File: src/rtl/wb_line_pkg.sv
// Shared types and width helpers for the Wishbone line master.
package wb_line_pkg;

  localparam int DEF_ADDR_WIDTH     = 25;
  localparam int DEF_DATA_WIDTH     = 64;
  localparam int DEF_LINE_WIDTH     = 512;
  localparam int DEF_TIMEOUT_CYCLES = 256;

  typedef enum logic [1:0] {
    IDLE = 2'd0,
    BUS  = 2'd1,
    RESP = 2'd2
  } line_state_e;

  function automatic int line_beats(input int line_width, input int data_width);
    return line_width / data_width;
  endfunction

  // Single-beat lines still get a one-bit index so vectors stay non-empty.
  function automatic int beat_idx_width(input int line_width, input int data_width);
    int beats;
    beats = line_width / data_width;
    return (beats > 1) ? $clog2(beats) : 1;
  endfunction

endpackage

File: src/rtl/wb_line_master_if.sv
// Line request/response channel and Wishbone bus bundles used by wb_line_master.
interface wb_line_req_if
  import wb_line_pkg::*;
#(
  parameter int ADDR_WIDTH = DEF_ADDR_WIDTH,
  parameter int LINE_WIDTH = DEF_LINE_WIDTH
);
  logic                    req_valid_i;
  logic                    req_ready_o;
  logic                    req_we_i;
  logic [ADDR_WIDTH-1:0]   req_addr_i;
  logic [LINE_WIDTH-1:0]   req_wdata_i;
  logic [LINE_WIDTH/8-1:0] req_wmask_i;
  logic                    resp_valid_o;
  logic                    resp_ready_i;
  logic [LINE_WIDTH-1:0]   resp_rdata_o;
  logic                    resp_err_o;

  modport master (
    output req_valid_i, req_we_i, req_addr_i, req_wdata_i, req_wmask_i, resp_ready_i,
    input  req_ready_o, resp_valid_o, resp_rdata_o, resp_err_o
  );

  modport slave (
    input  req_valid_i, req_we_i, req_addr_i, req_wdata_i, req_wmask_i, resp_ready_i,
    output req_ready_o, resp_valid_o, resp_rdata_o, resp_err_o
  );
endinterface

interface wb_bus_if
  import wb_line_pkg::*;
#(
  parameter int ADDR_WIDTH = DEF_ADDR_WIDTH,
  parameter int DATA_WIDTH = DEF_DATA_WIDTH
);
  logic [ADDR_WIDTH-1:0]   adr_o;
  logic [DATA_WIDTH-1:0]   dat_o;
  logic [DATA_WIDTH/8-1:0] sel_o;
  logic                    we_o;
  logic                    cyc_o;
  logic                    stb_o;
  logic                    ack_i;
  logic [DATA_WIDTH-1:0]   dat_i;

  modport master (
    output adr_o, dat_o, sel_o, we_o, cyc_o, stb_o,
    input  ack_i, dat_i
  );

  modport slave (
    input  adr_o, dat_o, sel_o, we_o, cyc_o, stb_o,
    output ack_i, dat_i
  );
endinterface

File: src/rtl/wb_line_master.sv
// Splits one cache-line read/write into single-beat Wishbone accesses, skipping zero-mask write beats.
// Optional ack watchdog enabled by defining WB_LINE_MASTER_TIMEOUT_EN.
module wb_line_master
  import wb_line_pkg::*;
#(
  parameter int ADDR_WIDTH     = DEF_ADDR_WIDTH,
  parameter int DATA_WIDTH     = DEF_DATA_WIDTH,
  parameter int LINE_WIDTH     = DEF_LINE_WIDTH,
  parameter int TIMEOUT_CYCLES = DEF_TIMEOUT_CYCLES
) (
  input  logic         clk_i,
  input  logic         rst_ni,
  wb_line_req_if.slave req,
  wb_bus_if.master     wb
);

  localparam int BEATS  = line_beats(LINE_WIDTH, DATA_WIDTH);
  localparam int IDX_W  = beat_idx_width(LINE_WIDTH, DATA_WIDTH);
  localparam int SEL_W  = DATA_WIDTH / 8;
  localparam int MASK_W = LINE_WIDTH / 8;

  if (DATA_WIDTH < 8 || (DATA_WIDTH & (DATA_WIDTH - 1)) != 0) begin : g_bad_data
    $error("wb_line_master: DATA_WIDTH must be a power of two >= 8");
  end
  if (LINE_WIDTH % DATA_WIDTH != 0 || (BEATS & (BEATS - 1)) != 0) begin : g_bad_line
    $error("wb_line_master: LINE_WIDTH must be a power-of-two multiple of DATA_WIDTH");
  end
  if (TIMEOUT_CYCLES < 1) begin : g_bad_timeout
    $error("wb_line_master: TIMEOUT_CYCLES must be positive");
  end

  line_state_e           state, state_next;
  logic [IDX_W-1:0]      beat, beat_next;
  logic                  we_q, we_next;
  logic [ADDR_WIDTH-1:0] base_q, base_next;
  logic [LINE_WIDTH-1:0] wdata_q, wdata_next;
  logic [LINE_WIDTH-1:0] rdata_q, rdata_next;
  logic [MASK_W-1:0]     wmask_q, wmask_next;
  logic                  ready_q, ready_next;
  logic                  bus_q, bus_next;
  logic                  bus_we_q, bus_we_next;
  logic [ADDR_WIDTH-1:0] adr_q, adr_next;
  logic [DATA_WIDTH-1:0] dat_q, dat_next;
  logic [SEL_W-1:0]      sel_q, sel_next;
  logic                  ack_ok;
  logic [BEATS-1:0]      live;
  logic [IDX_W:0]        hit;

`ifdef WB_LINE_MASTER_TIMEOUT_EN
  localparam int TMO_W = $clog2(TIMEOUT_CYCLES + 1);
  logic [TMO_W-1:0] tmo_q, tmo_next;
  logic             err_q, err_next;
`endif

  function automatic logic [BEATS-1:0] slice_live(input logic [MASK_W-1:0] m);
    logic [BEATS-1:0] v;
    v = '0;
    for (int i = 0; i < BEATS; i++) v[i] = |m[i*SEL_W +: SEL_W];
    return v;
  endfunction

  // Returns {found, index} of the lowest live beat at or above start.
  function automatic logic [IDX_W:0] find_next(input logic [BEATS-1:0] v, input int start);
    logic [IDX_W:0] r;
    r = '0;
    for (int i = BEATS - 1; i >= 0; i--)
      if (i >= start && v[i]) r = {1'b1, IDX_W'(i)};
    return r;
  endfunction

  assign ack_ok = bus_q & wb.ack_i;

  // Next-state logic; bus outputs are computed for the following cycle and registered below.
  always_comb begin
    state_next = state;
    beat_next  = beat;
    we_next    = we_q;
    base_next  = base_q;
    wdata_next = wdata_q;
    wmask_next = wmask_q;
    rdata_next = rdata_q;
    live       = '0;
    hit        = '0;
`ifdef WB_LINE_MASTER_TIMEOUT_EN
    tmo_next   = '0;
    err_next   = err_q;
`endif
    case (state)
      IDLE: begin
        if (req.req_valid_i && ready_q) begin
          we_next    = req.req_we_i;
          base_next  = req.req_addr_i & ~ADDR_WIDTH'(BEATS - 1);
          wdata_next = req.req_wdata_i;
          wmask_next = req.req_wmask_i;
          rdata_next = '0;
`ifdef WB_LINE_MASTER_TIMEOUT_EN
          err_next   = 1'b0;
`endif
          live       = req.req_we_i ? slice_live(req.req_wmask_i) : '1;
          hit        = find_next(live, 0);
          beat_next  = hit[IDX_W-1:0];
          state_next = hit[IDX_W] ? BUS : RESP;
        end
      end
      BUS: begin
        if (ack_ok) begin
          if (!we_q)
            for (int i = 0; i < BEATS; i++)
              if (IDX_W'(i) == beat) rdata_next[i*DATA_WIDTH +: DATA_WIDTH] = wb.dat_i;
          live = we_q ? slice_live(wmask_q) : '1;
          hit  = find_next(live, int'(beat) + 1);
          if (hit[IDX_W]) beat_next = hit[IDX_W-1:0];
          else            state_next = RESP;
        end
`ifdef WB_LINE_MASTER_TIMEOUT_EN
        else if (tmo_q == TMO_W'(TIMEOUT_CYCLES)) begin
          state_next = RESP;
          err_next   = 1'b1;
          rdata_next = '0;
        end else begin
          tmo_next = tmo_q + 1'b1;
        end
`endif
      end
      RESP: begin
        if (req.resp_ready_i) state_next = IDLE;
      end
      default: state_next = IDLE;
    endcase

    ready_next  = (state_next == IDLE);
    bus_next    = (state_next == BUS);
    bus_we_next = bus_next & we_next;
    adr_next    = bus_next ? (base_next | ADDR_WIDTH'(beat_next)) : '0;
    dat_next    = '0;
    sel_next    = '0;
    if (bus_next) begin
      for (int i = 0; i < BEATS; i++) begin
        if (IDX_W'(i) == beat_next) begin
          dat_next = we_next ? wdata_next[i*DATA_WIDTH +: DATA_WIDTH] : '0;
          sel_next = we_next ? wmask_next[i*SEL_W +: SEL_W] : '1;
        end
      end
    end
  end

  // State and registered bus outputs; reset drops cyc/stb without waiting for a clock.
  always_ff @(posedge clk_i or negedge rst_ni) begin
    if (!rst_ni) begin
      state    <= IDLE;
      beat     <= '0;
      we_q     <= 1'b0;
      base_q   <= '0;
      wdata_q  <= '0;
      wmask_q  <= '0;
      rdata_q  <= '0;
      ready_q  <= 1'b0;
      bus_q    <= 1'b0;
      bus_we_q <= 1'b0;
      adr_q    <= '0;
      dat_q    <= '0;
      sel_q    <= '0;
`ifdef WB_LINE_MASTER_TIMEOUT_EN
      tmo_q    <= '0;
      err_q    <= 1'b0;
`endif
    end else begin
      state    <= state_next;
      beat     <= beat_next;
      we_q     <= we_next;
      base_q   <= base_next;
      wdata_q  <= wdata_next;
      wmask_q  <= wmask_next;
      rdata_q  <= rdata_next;
      ready_q  <= ready_next;
      bus_q    <= bus_next;
      bus_we_q <= bus_we_next;
      adr_q    <= adr_next;
      dat_q    <= dat_next;
      sel_q    <= sel_next;
`ifdef WB_LINE_MASTER_TIMEOUT_EN
      tmo_q    <= tmo_next;
      err_q    <= err_next;
`endif
    end
  end

  assign req.req_ready_o  = ready_q;
  assign req.resp_valid_o = (state == RESP);
  assign req.resp_rdata_o = rdata_q;
`ifdef WB_LINE_MASTER_TIMEOUT_EN
  assign req.resp_err_o   = err_q;
`else
  assign req.resp_err_o   = 1'b0;
`endif

  assign wb.adr_o = adr_q;
  assign wb.dat_o = dat_q;
  assign wb.sel_o = sel_q;
  assign wb.we_o  = bus_we_q;
  assign wb.cyc_o = bus_q;
  assign wb.stb_o = bus_q;

endmodule

File: src/flat_wrapper.sv
// flat-port wrapper written by rule: the top's interface ports become plain ports
module wb_line_master_flat import wb_line_pkg::*;
#(
  parameter int ADDR_WIDTH     = DEF_ADDR_WIDTH,
  parameter int DATA_WIDTH     = DEF_DATA_WIDTH,
  parameter int LINE_WIDTH     = DEF_LINE_WIDTH,
  parameter int TIMEOUT_CYCLES = DEF_TIMEOUT_CYCLES
)
  (clk_i, rst_ni, req_req_valid_i, req_req_we_i, req_req_addr_i, req_req_wdata_i, req_req_wmask_i, req_resp_ready_i, req_req_ready_o, req_resp_valid_o, req_resp_rdata_o, req_resp_err_o, wb_adr_o, wb_dat_o, wb_sel_o, wb_we_o, wb_cyc_o, wb_stb_o, wb_ack_i, wb_dat_i);
  wb_line_req_if #(.ADDR_WIDTH(ADDR_WIDTH), .LINE_WIDTH(LINE_WIDTH)) req_i ();
  wb_bus_if #(.ADDR_WIDTH(ADDR_WIDTH), .DATA_WIDTH(DATA_WIDTH)) wb_i ();
  input  logic clk_i;
  input  logic rst_ni;
  input wire logic [$bits(req_i.req_valid_i)-1:0] req_req_valid_i;
  input wire logic [$bits(req_i.req_we_i)-1:0] req_req_we_i;
  input wire logic [$bits(req_i.req_addr_i)-1:0] req_req_addr_i;
  input wire logic [$bits(req_i.req_wdata_i)-1:0] req_req_wdata_i;
  input wire logic [$bits(req_i.req_wmask_i)-1:0] req_req_wmask_i;
  input wire logic [$bits(req_i.resp_ready_i)-1:0] req_resp_ready_i;
  output wire logic [$bits(req_i.req_ready_o)-1:0] req_req_ready_o;
  output wire logic [$bits(req_i.resp_valid_o)-1:0] req_resp_valid_o;
  output wire logic [$bits(req_i.resp_rdata_o)-1:0] req_resp_rdata_o;
  output wire logic [$bits(req_i.resp_err_o)-1:0] req_resp_err_o;
  output wire logic [$bits(wb_i.adr_o)-1:0] wb_adr_o;
  output wire logic [$bits(wb_i.dat_o)-1:0] wb_dat_o;
  output wire logic [$bits(wb_i.sel_o)-1:0] wb_sel_o;
  output wire logic [$bits(wb_i.we_o)-1:0] wb_we_o;
  output wire logic [$bits(wb_i.cyc_o)-1:0] wb_cyc_o;
  output wire logic [$bits(wb_i.stb_o)-1:0] wb_stb_o;
  input wire logic [$bits(wb_i.ack_i)-1:0] wb_ack_i;
  input wire logic [$bits(wb_i.dat_i)-1:0] wb_dat_i;
  assign req_i.req_valid_i = req_req_valid_i;
  assign req_i.req_we_i = req_req_we_i;
  assign req_i.req_addr_i = req_req_addr_i;
  assign req_i.req_wdata_i = req_req_wdata_i;
  assign req_i.req_wmask_i = req_req_wmask_i;
  assign req_i.resp_ready_i = req_resp_ready_i;
  assign req_req_ready_o = req_i.req_ready_o;
  assign req_resp_valid_o = req_i.resp_valid_o;
  assign req_resp_rdata_o = req_i.resp_rdata_o;
  assign req_resp_err_o = req_i.resp_err_o;
  assign wb_adr_o = wb_i.adr_o;
  assign wb_dat_o = wb_i.dat_o;
  assign wb_sel_o = wb_i.sel_o;
  assign wb_we_o = wb_i.we_o;
  assign wb_cyc_o = wb_i.cyc_o;
  assign wb_stb_o = wb_i.stb_o;
  assign wb_i.ack_i = wb_ack_i;
  assign wb_i.dat_i = wb_dat_i;
  wb_line_master #(.ADDR_WIDTH(ADDR_WIDTH), .DATA_WIDTH(DATA_WIDTH), .LINE_WIDTH(LINE_WIDTH), .TIMEOUT_CYCLES(TIMEOUT_CYCLES)) u_core (.clk_i(clk_i), .rst_ni(rst_ni), .req(req_i), .wb(wb_i));
endmodule
File: config.mk
export PLATFORM = sky130hd
export DESIGN_NAME = wb_line_master_flat
export DESIGN_NICKNAME = d
export VERILOG_FILES = /design/src/rtl/wb_line_pkg.sv /design/src/rtl/wb_line_master_if.sv /design/src/rtl/wb_line_master.sv /design/src/flat_wrapper.sv
export SDC_FILE = /design/constraint.sdc
export NUM_CORES = 2
export LEC_CHECK = 0
export ABC_AREA = 1
export CORE_AREA = 5 5 494 496
export DETAILED_ROUTE_END_ITERATION = 8
export DIE_AREA = 0 0 499 501
export GPL_TIMING_DRIVEN = 0
export HOLD_SLACK_MARGIN = 0.02
export REMOVE_ABC_BUFFERS = 1
export SETUP_SLACK_MARGIN = 0.2
export SYNTH_ARGS = -nofsm -noshare
export SYNTH_HDL_FRONTEND = slang
export SYNTH_SLANG_ARGS = --single-unit
File: constraint.sdc
create_clock -name clk_i -period 3.9 [get_ports clk_i]
set_input_delay 1.17 -clock clk_i [delete_from_list [all_inputs] [get_ports clk_i]]
set_output_delay 1.17 -clock clk_i [all_outputs]
set_load 0.01 [all_outputs]
=== After elaboration in Yosys (flattened, before gate mapping) ===
Cells that the tools add are included.

* Latch bits: 0
* RAM bits: 0
* Bits in read-only memories: 0
* Memories kept: 0
* Input bits: 671
* Output and inout port bits: 615
* Register bits: 1219
* Word-level logic and storage cells: 185

* Divide/modulo/power cells: 0
* Muxes and demuxes: 87
* Equality and inequality tests: 28
* Bitwise logic cells: 3
* $mul: 0
* Reductions and logical operators: 38
* Order comparisons: 8
* Shift operators: 0
* $add $sub $neg: 1

{| class="wikitable"
|+ Operators with widths
! kind !! count
|-
| 512-bit 2-to-1 mux || 5
|-
| 64-bit 2-to-1 mux || 27
|-
| 512-bit case mux with 2 select lines || 1
|-
| 8-bit 2-to-1 mux || 19
|-
| 4-bit by 32-bit greater-or-equal comparator with 1-bit output (first input constant) || 4
|-
| 8-bit OR reduction || 16
|-
| 4-bit 2-to-1 mux || 20
|-
| 25-bit 2-to-1 mux || 3
|-
| 3-bit by 32-bit greater-or-equal comparator with 1-bit output (first input constant) || 2
|-
| 5-bit AND reduction || 8
|-
| 1-bit by 32-bit greater-or-equal comparator with 1-bit output (first input constant) || 1
|-
| 2-bit by 32-bit greater-or-equal comparator with 1-bit output (first input constant) || 1
|-
| 25-bit by 3-bit bitwise OR with 25-bit output || 1
|-
| 3-bit == test (first input constant) || 8
|-
| 2-bit by 1-bit inequality test with 1-bit output (second input constant) || 10
|-
| 2-bit by 3-bit == test with 1-bit output (first input constant) || 4
|-
| 2-bit 2-to-1 mux || 5
|-
| 1-bit logical AND || 9
|-
| 3-bit 2-to-1 mux || 3
|-
| 1-bit by 3-bit == test with 1-bit output (first input constant) || 2
|-
| 3-bit zero test || 2
|-
| 2-bit case mux with 3 select lines || 1
|-
| 3-bit case mux with 2 select lines || 1
|-
| 3-bit by 1-bit adder with 4-bit output (second input constant) || 1
|-
| 7 further kinds || 11
|}

=== Logic depth before layout (Yosys ltp) ===
* Word-level depth: 26
* Depth in mapped cells: 32
* Mapped depth without buffers: 32

=== Least setup slack after synthesis ===
No wires, ideal clock.

* Kind: input port to flip-flop
* Start point: input port req_req_we_i
* End point: register u_core.dat_q[54] (netlist: u_core.wb.dat_o[54])
* Required time: 3.778 ns
* Arrival time: 3.271 ns
* Path buffers: 2
* Cell stages on the path: 17
* Slack: 0.506 ns
* Cell sequence: inv_2 or2_1 nor3_2 and3_1 nor2_1 o21bai_1 nand2_2 nor2_8 nor2_4 nand2_4 inv_2 buf_4 buf_6 a221oi_2 o2111ai_1 nand2_1 a21oi_1

* Cells in the longest elaborated chain, start to end: 23

{| class="wikitable"
|+ RTL lines
! element !! line !! RTL
|-
| from (decl) || flat_wrapper.sv:15 || <nowiki>input wire logic [$bits(req_i.req_we_i)-1:0] req_req_we_i;</nowiki>
|-
| 8-bit 2-to-1 mux || wb_line_master.sv:99 || <nowiki>live = req.req_we_i ? slice_live(req.req_wmask_i) : '1;</nowiki>
|-
| 4-bit 2-to-1 mux (8 in a row) || wb_line_master.sv:67 || <nowiki>if (i >= start && v[i]) r = {1'b1, IDX_W'(i)};</nowiki>
|-
| 4-bit 2-to-1 mux || wb_line_master.sv:90 || <nowiki>if (req.req_valid_i && ready_q) begin</nowiki>
|-
| 4-bit 2-to-1 mux || wb_line_master.sv:88 || <nowiki>case (state)</nowiki>
|-
| 3-bit 2-to-1 mux || wb_line_master.sv:90 ||
|-
| 3-bit case mux with 2 select lines || wb_line_master.sv:88 ||
|-
| 3-bit zero test || wb_line_master.sv:139 || <nowiki>if (IDX_W'(i) == beat_next) begin</nowiki>
|-
| 64-bit 2-to-1 mux (8 in a row) || wb_line_master.sv:139 ||
|-
| 64-bit 2-to-1 mux * || wb_line_master.sv:137 || <nowiki>if (bus_next) begin</nowiki>
|-
| via u_core.dat_next[54] || wb_line_master.sv:43 || <nowiki>logic [DATA_WIDTH-1:0] dat_q, dat_next;</nowiki>
|-
| to (signal assigned) || wb_line_master.sv:179 || <nowiki>dat_q <= dat_next;</nowiki>
|-
| to (decl) || wb_line_master.sv:43 ||
|}

The timed path passes the listed nets; every way through them passes the cells marked *. The select of a mux whose other input is x is not followed.
A chain may end at the register's enable or synchronous reset.

=== Worst setup path after layout ===
* Start point: register u_core.beat[0]
* End point: register u_core.dat_q[7] (netlist: u_core.wb.dat_o[7])

* Cells in the longest elaborated chain, start to end: 26

{| class="wikitable"
|+ RTL lines
! element !! line !! RTL
|-
| from (decl) || wb_line_master.sv:33 || <nowiki>logic [IDX_W-1:0] beat, beat_next;</nowiki>
|-
| from (signal assigned) || wb_line_master.sv:169 || <nowiki>beat <= beat_next;</nowiki>
|-
| 3-bit by 1-bit adder with 4-bit output * || wb_line_master.sv:111 || <nowiki>hit = find_next(live, int'(beat) + 1);</nowiki>
|-
| 4-bit by 32-bit greater-or-equal comparator with 1-bit output || wb_line_master.sv:67 ||
|-
| 1-bit logical AND || wb_line_master.sv:67 ||
|-
| 4-bit 2-to-1 mux (7 in a row) || wb_line_master.sv:67 ||
|-
| 4-bit 2-to-1 mux * || wb_line_master.sv:67 ||
|-
| 4-bit 2-to-1 mux * || wb_line_master.sv:106 || <nowiki>if (ack_ok) begin</nowiki>
|-
| 4-bit 2-to-1 mux * || wb_line_master.sv:88 ||
|-
| 3-bit 2-to-1 mux * || wb_line_master.sv:112 || <nowiki>if (hit[IDX_W]) beat_next = hit[IDX_W-1:0];</nowiki>
|-
| 3-bit 2-to-1 mux * || wb_line_master.sv:106 ||
|-
| 3-bit case mux with 2 select lines * || wb_line_master.sv:88 ||
|-
| via u_core.beat_next[1] || wb_line_master.sv:33 ||
|-
| 3-bit zero test || wb_line_master.sv:139 ||
|-
| 64-bit 2-to-1 mux (7 in a row) || wb_line_master.sv:139 ||
|-
| 64-bit 2-to-1 mux * || wb_line_master.sv:139 ||
|-
| 64-bit 2-to-1 mux * || wb_line_master.sv:137 ||
|-
| via u_core.dat_next[7] || wb_line_master.sv:43 ||
|}

Marked as above.

==> results.toml <==
[sta]
finalCritPeriodShare = 1.03
rsz0062_at_grt = "yes"
timing.fmax_mhz = 249
worst_pin_slew_ns = 1.47
hold_viol_final = 0
tns_ns = -1.93
worst_slack_ns = -0.121
slew_headroom = 0.0126
setup_viol = 46
maxSlewViolCount = 0
skew_ns = 0.0743
fin_crit_ns = 4.02

[critical_path]
endpoint_kind = "register"
crit_fanout = 5
critical_path_required_ns = 4.58
start_kind = "register"
r2r_start = "u_core.beat[0]$_DFF_PN0_"
cp.arrival_ns = 4.70
worstRegToRegCells = 27
crit_type = "register to register"
startpoint = "u_core.beat[0]$_DFF_PN0_"

[drt]
viasPerCell = 4.52
drcViolationCount = 0
wl_um = 257000
vias = 47900
wl_per_cell_um = 24.2
firstDrtPassIters = 6
ant_nets = 0
first_iter_violations = 3903

[synthesis]
synth_area_per_cell_um2 = 8.83
synth_cell_types = 50
synth_area_mm2 = 0.0519
synth_ff_type = "dfrtp_1"
synthArstFlopShare = 1.00
yosysSeqAreaShare = 0.588
ys_seq_elements = 1219
syn_inst = 5878
synth_edf_count = 0
ys_warn_count = 0

[global_routing]
grt_pass1_vias = 48600
top_usage_layer = "met2"
grt.overflow.total = 0
grt_max_degree = 173
use_met1 = 0.215
grt_usage = 0.195
use_met3 = 0.0618
antenna_found_initial = 73
met2_usage = 0.326
grt_pass1_wl_um = 357000

[clock_tree]
cts_root_buf = "clkbuf_16"
clock-sinks = 1219
clk-insertion-delay-late_ns = 0.80
holdBufCountCts = 0
clk_pin_slew_worst_paths_ns = 0.06
cts_buffers = 145
cts_max_level = 4
cts_tree = "yes"
cts_max_path_buffers = 3

[cells_and_area]
fin_cells = 10600
layout_commonest_cell = "nand2_1"
mostFrequentLayoutCells = "2,475 x nand2_1, 1,266 x clkdlybuf4s50_1, 1,215 x dfrtp_1"
drive_gt1_frac = 0.163
final_net_count = 7936
area.growth.synth_to_final_pct = 51.5

[power]
ir_worst_vdd_uv = 572
power_per_cell_area_mw_per_mm2 = 945
leakage_nw = 36.8
p_total_w = 0.0743

[die]
die_x_um = 499
start_util = 0.217
core_mm2 = 0.239
fp.dieArea_mm2 = 0.250
num_rows = 180
die_h_um = 501
io_pins = 1286

[job]
drv_cap = 1

[placement]
placed_cells = 10100
portBuffers = 1281
place_hpwl_um = 175000
globalplace.congestion = 0.868
place_ws_ns = -3.08

[outcome]
status = "finished with violations"
violations = "max-capacitance violations, negative setup slack"

[min_path]
hold_path_class = "primary input to asynchronous set/reset pin"
==> critical path: stages, from the launching register on <==
cell and delay, ns:
dfrtp_2 0.47, ha_4 0.19, ha_4 0.26, nand2_2 0.11, inv_2 0.06, nand2_1 0.06, inv_1 0.06, nand2_2 0.09
nand2_2 0.09, nor2_4 0.12, nand2_2 0.10, nand2_4 0.09, inv_2 0.04, nand2_2 0.07, nand3_4 0.11, nand3b_4 0.17
nor3_4 0.07, clkbuf_16 0.17, buf_16 0.14, buf_16 0.14, buf_16 0.13, buf_16 0.13, a32oi_4 0.23, a21oi_2 0.11
a21oi_4 0.31, o211ai_1 0.15, nand2_1 0.10, inv_2 0.04
==> timing repair <==
action / CTS / global route
cloned: 24 / 4
pin swaps: 112 / 148
resized for setup: 227 / 184
buffers inserted: 118 / 33
endpoints found under the setup margin: 217 / 72
hold endpoints to repair: 0 / 0
==> Yosys cell counts (6+ instances only) <==
library cell,n,share of area
mux2_2,128,0.028
o2111ai_1,54,0.0091
clkbuf_1,267,0.019
inv_1,384,0.028
a211oi_1,53,0.0077
mux2i_1,17,0.0033
nor4_1,6,0.00072
nand3_1,35,0.0034
nand2_1,2508,0.18
o21ai_0,288,0.028
nor2_1,227,0.016
a221oi_2,41,0.012
o31ai_1,8,0.0012
buf_6,9,0.0020
nand4_1,20,0.0024
buf_1,22,0.0016
dfrtp_1,1219,0.59
nor3_1,7,0.00067
buf_2,27,0.0026
or2_2,238,0.029
a221oi_1,12,0.0020
inv_2,21,0.0015
ha_1,7,0.0017
o21ai_1,9,0.00087
a21oi_1,206,0.020
buf_4,7,0.0010
==> path summary, 6_finish.rpt <==
path / endpoint / slack, ns
setup / recovery: u_core.wb.dat_o[7]$_DFF_PN0_ / -0.12
hold / removal: u_core.req.resp_rdata_o[90]$_DFFE_PN0P_ / 0.22
setup reg to reg: u_core.wb.dat_o[7]$_DFF_PN0_ / -0.12
hold reg to reg: u_core.wdata_q[479]$_DFF_PN0_ / 0.47
max in group asynchronous: u_core.wdata_q[94]$_DFF_PN0_ / 0.90
min in group clk_i: u_core.wdata_q[479]$_DFF_PN0_ / 0.47
==> power by group <==
group / internal, W / total [W] / switching (W)
clock: 0.00805 / 0.0140 / 0.00595
sequential: 0.0184 / 0.0208 / 0.00239
combinational: 0.0166 / 0.0395 / 0.0229
==> registers in the layout (all words and copies together) (netlist names) <==
| name | flops |
|---|---|
| u_core.base_q | 25 |
| u_core.beat | 3 |
| u_core.req.req_ready_o | 1 |
| u_core.req.resp_rdata_o | 512 |
| u_core.state | 2 |
| u_core.wb.adr_o | 25 |
| u_core.wb.cyc_o | 1 |
| u_core.wb.dat_o | 64 |
| u_core.wb.sel_o | 8 |
| u_core.wb.we_o | 1 |
| u_core.wdata_q | 512 |
| u_core.we_q | 1 |
| u_core.wmask_q | 64 |
==> stage by stage <==
step,hold WS [ns],utilization,area [um^2]
4_1_cts,0.121,0.324,77400
6_report,0.215,0.329,78700
2_1_floorplan,0.438,-,50500
3_5_place_dp,0.455,0.292,69900
5_1_grt,0.158,0.329,78600
3_3_place_gp,0.451,0.282,67300
==> metal layers <==
layer  up-vias  routed length, um  part of all wire
met5         -                197           0.00077
met2      2302             124000              0.48
li1      21300                  -                 -
met1     23700              92200              0.36
met4        28              17900             0.070
met3       565              23100             0.090
==> layout make-up <==
cell class                 count  area, um^2
clock buffer                 208        4190
inverter                     406        1700
antenna                       56         140
clock inverter                50         756
timing repair inverter         7        60.1
fill                       24300      161000
tap                         3185        3990
sequential                  1219       30500
timing repair buffer        1554       17300
multi-input combinational   3925       20000
==> kinds of logic after synthesis <==
family | after synthesis | share of synthesized area
flip-flops | 1219 | 0.588
other | 1 | 0.0000722
AO/OA/AOI/OAI | 695 | 0.0838
adder cells (fa/ha/maj) | 7 | 0.00169
buffers and inverters | 738 | 0.0558
AND/OR/NAND/NOR | 3073 | 0.240
multiplexers | 145 | 0.0310
Note: power is estimated with default switching activity, not from simulation.
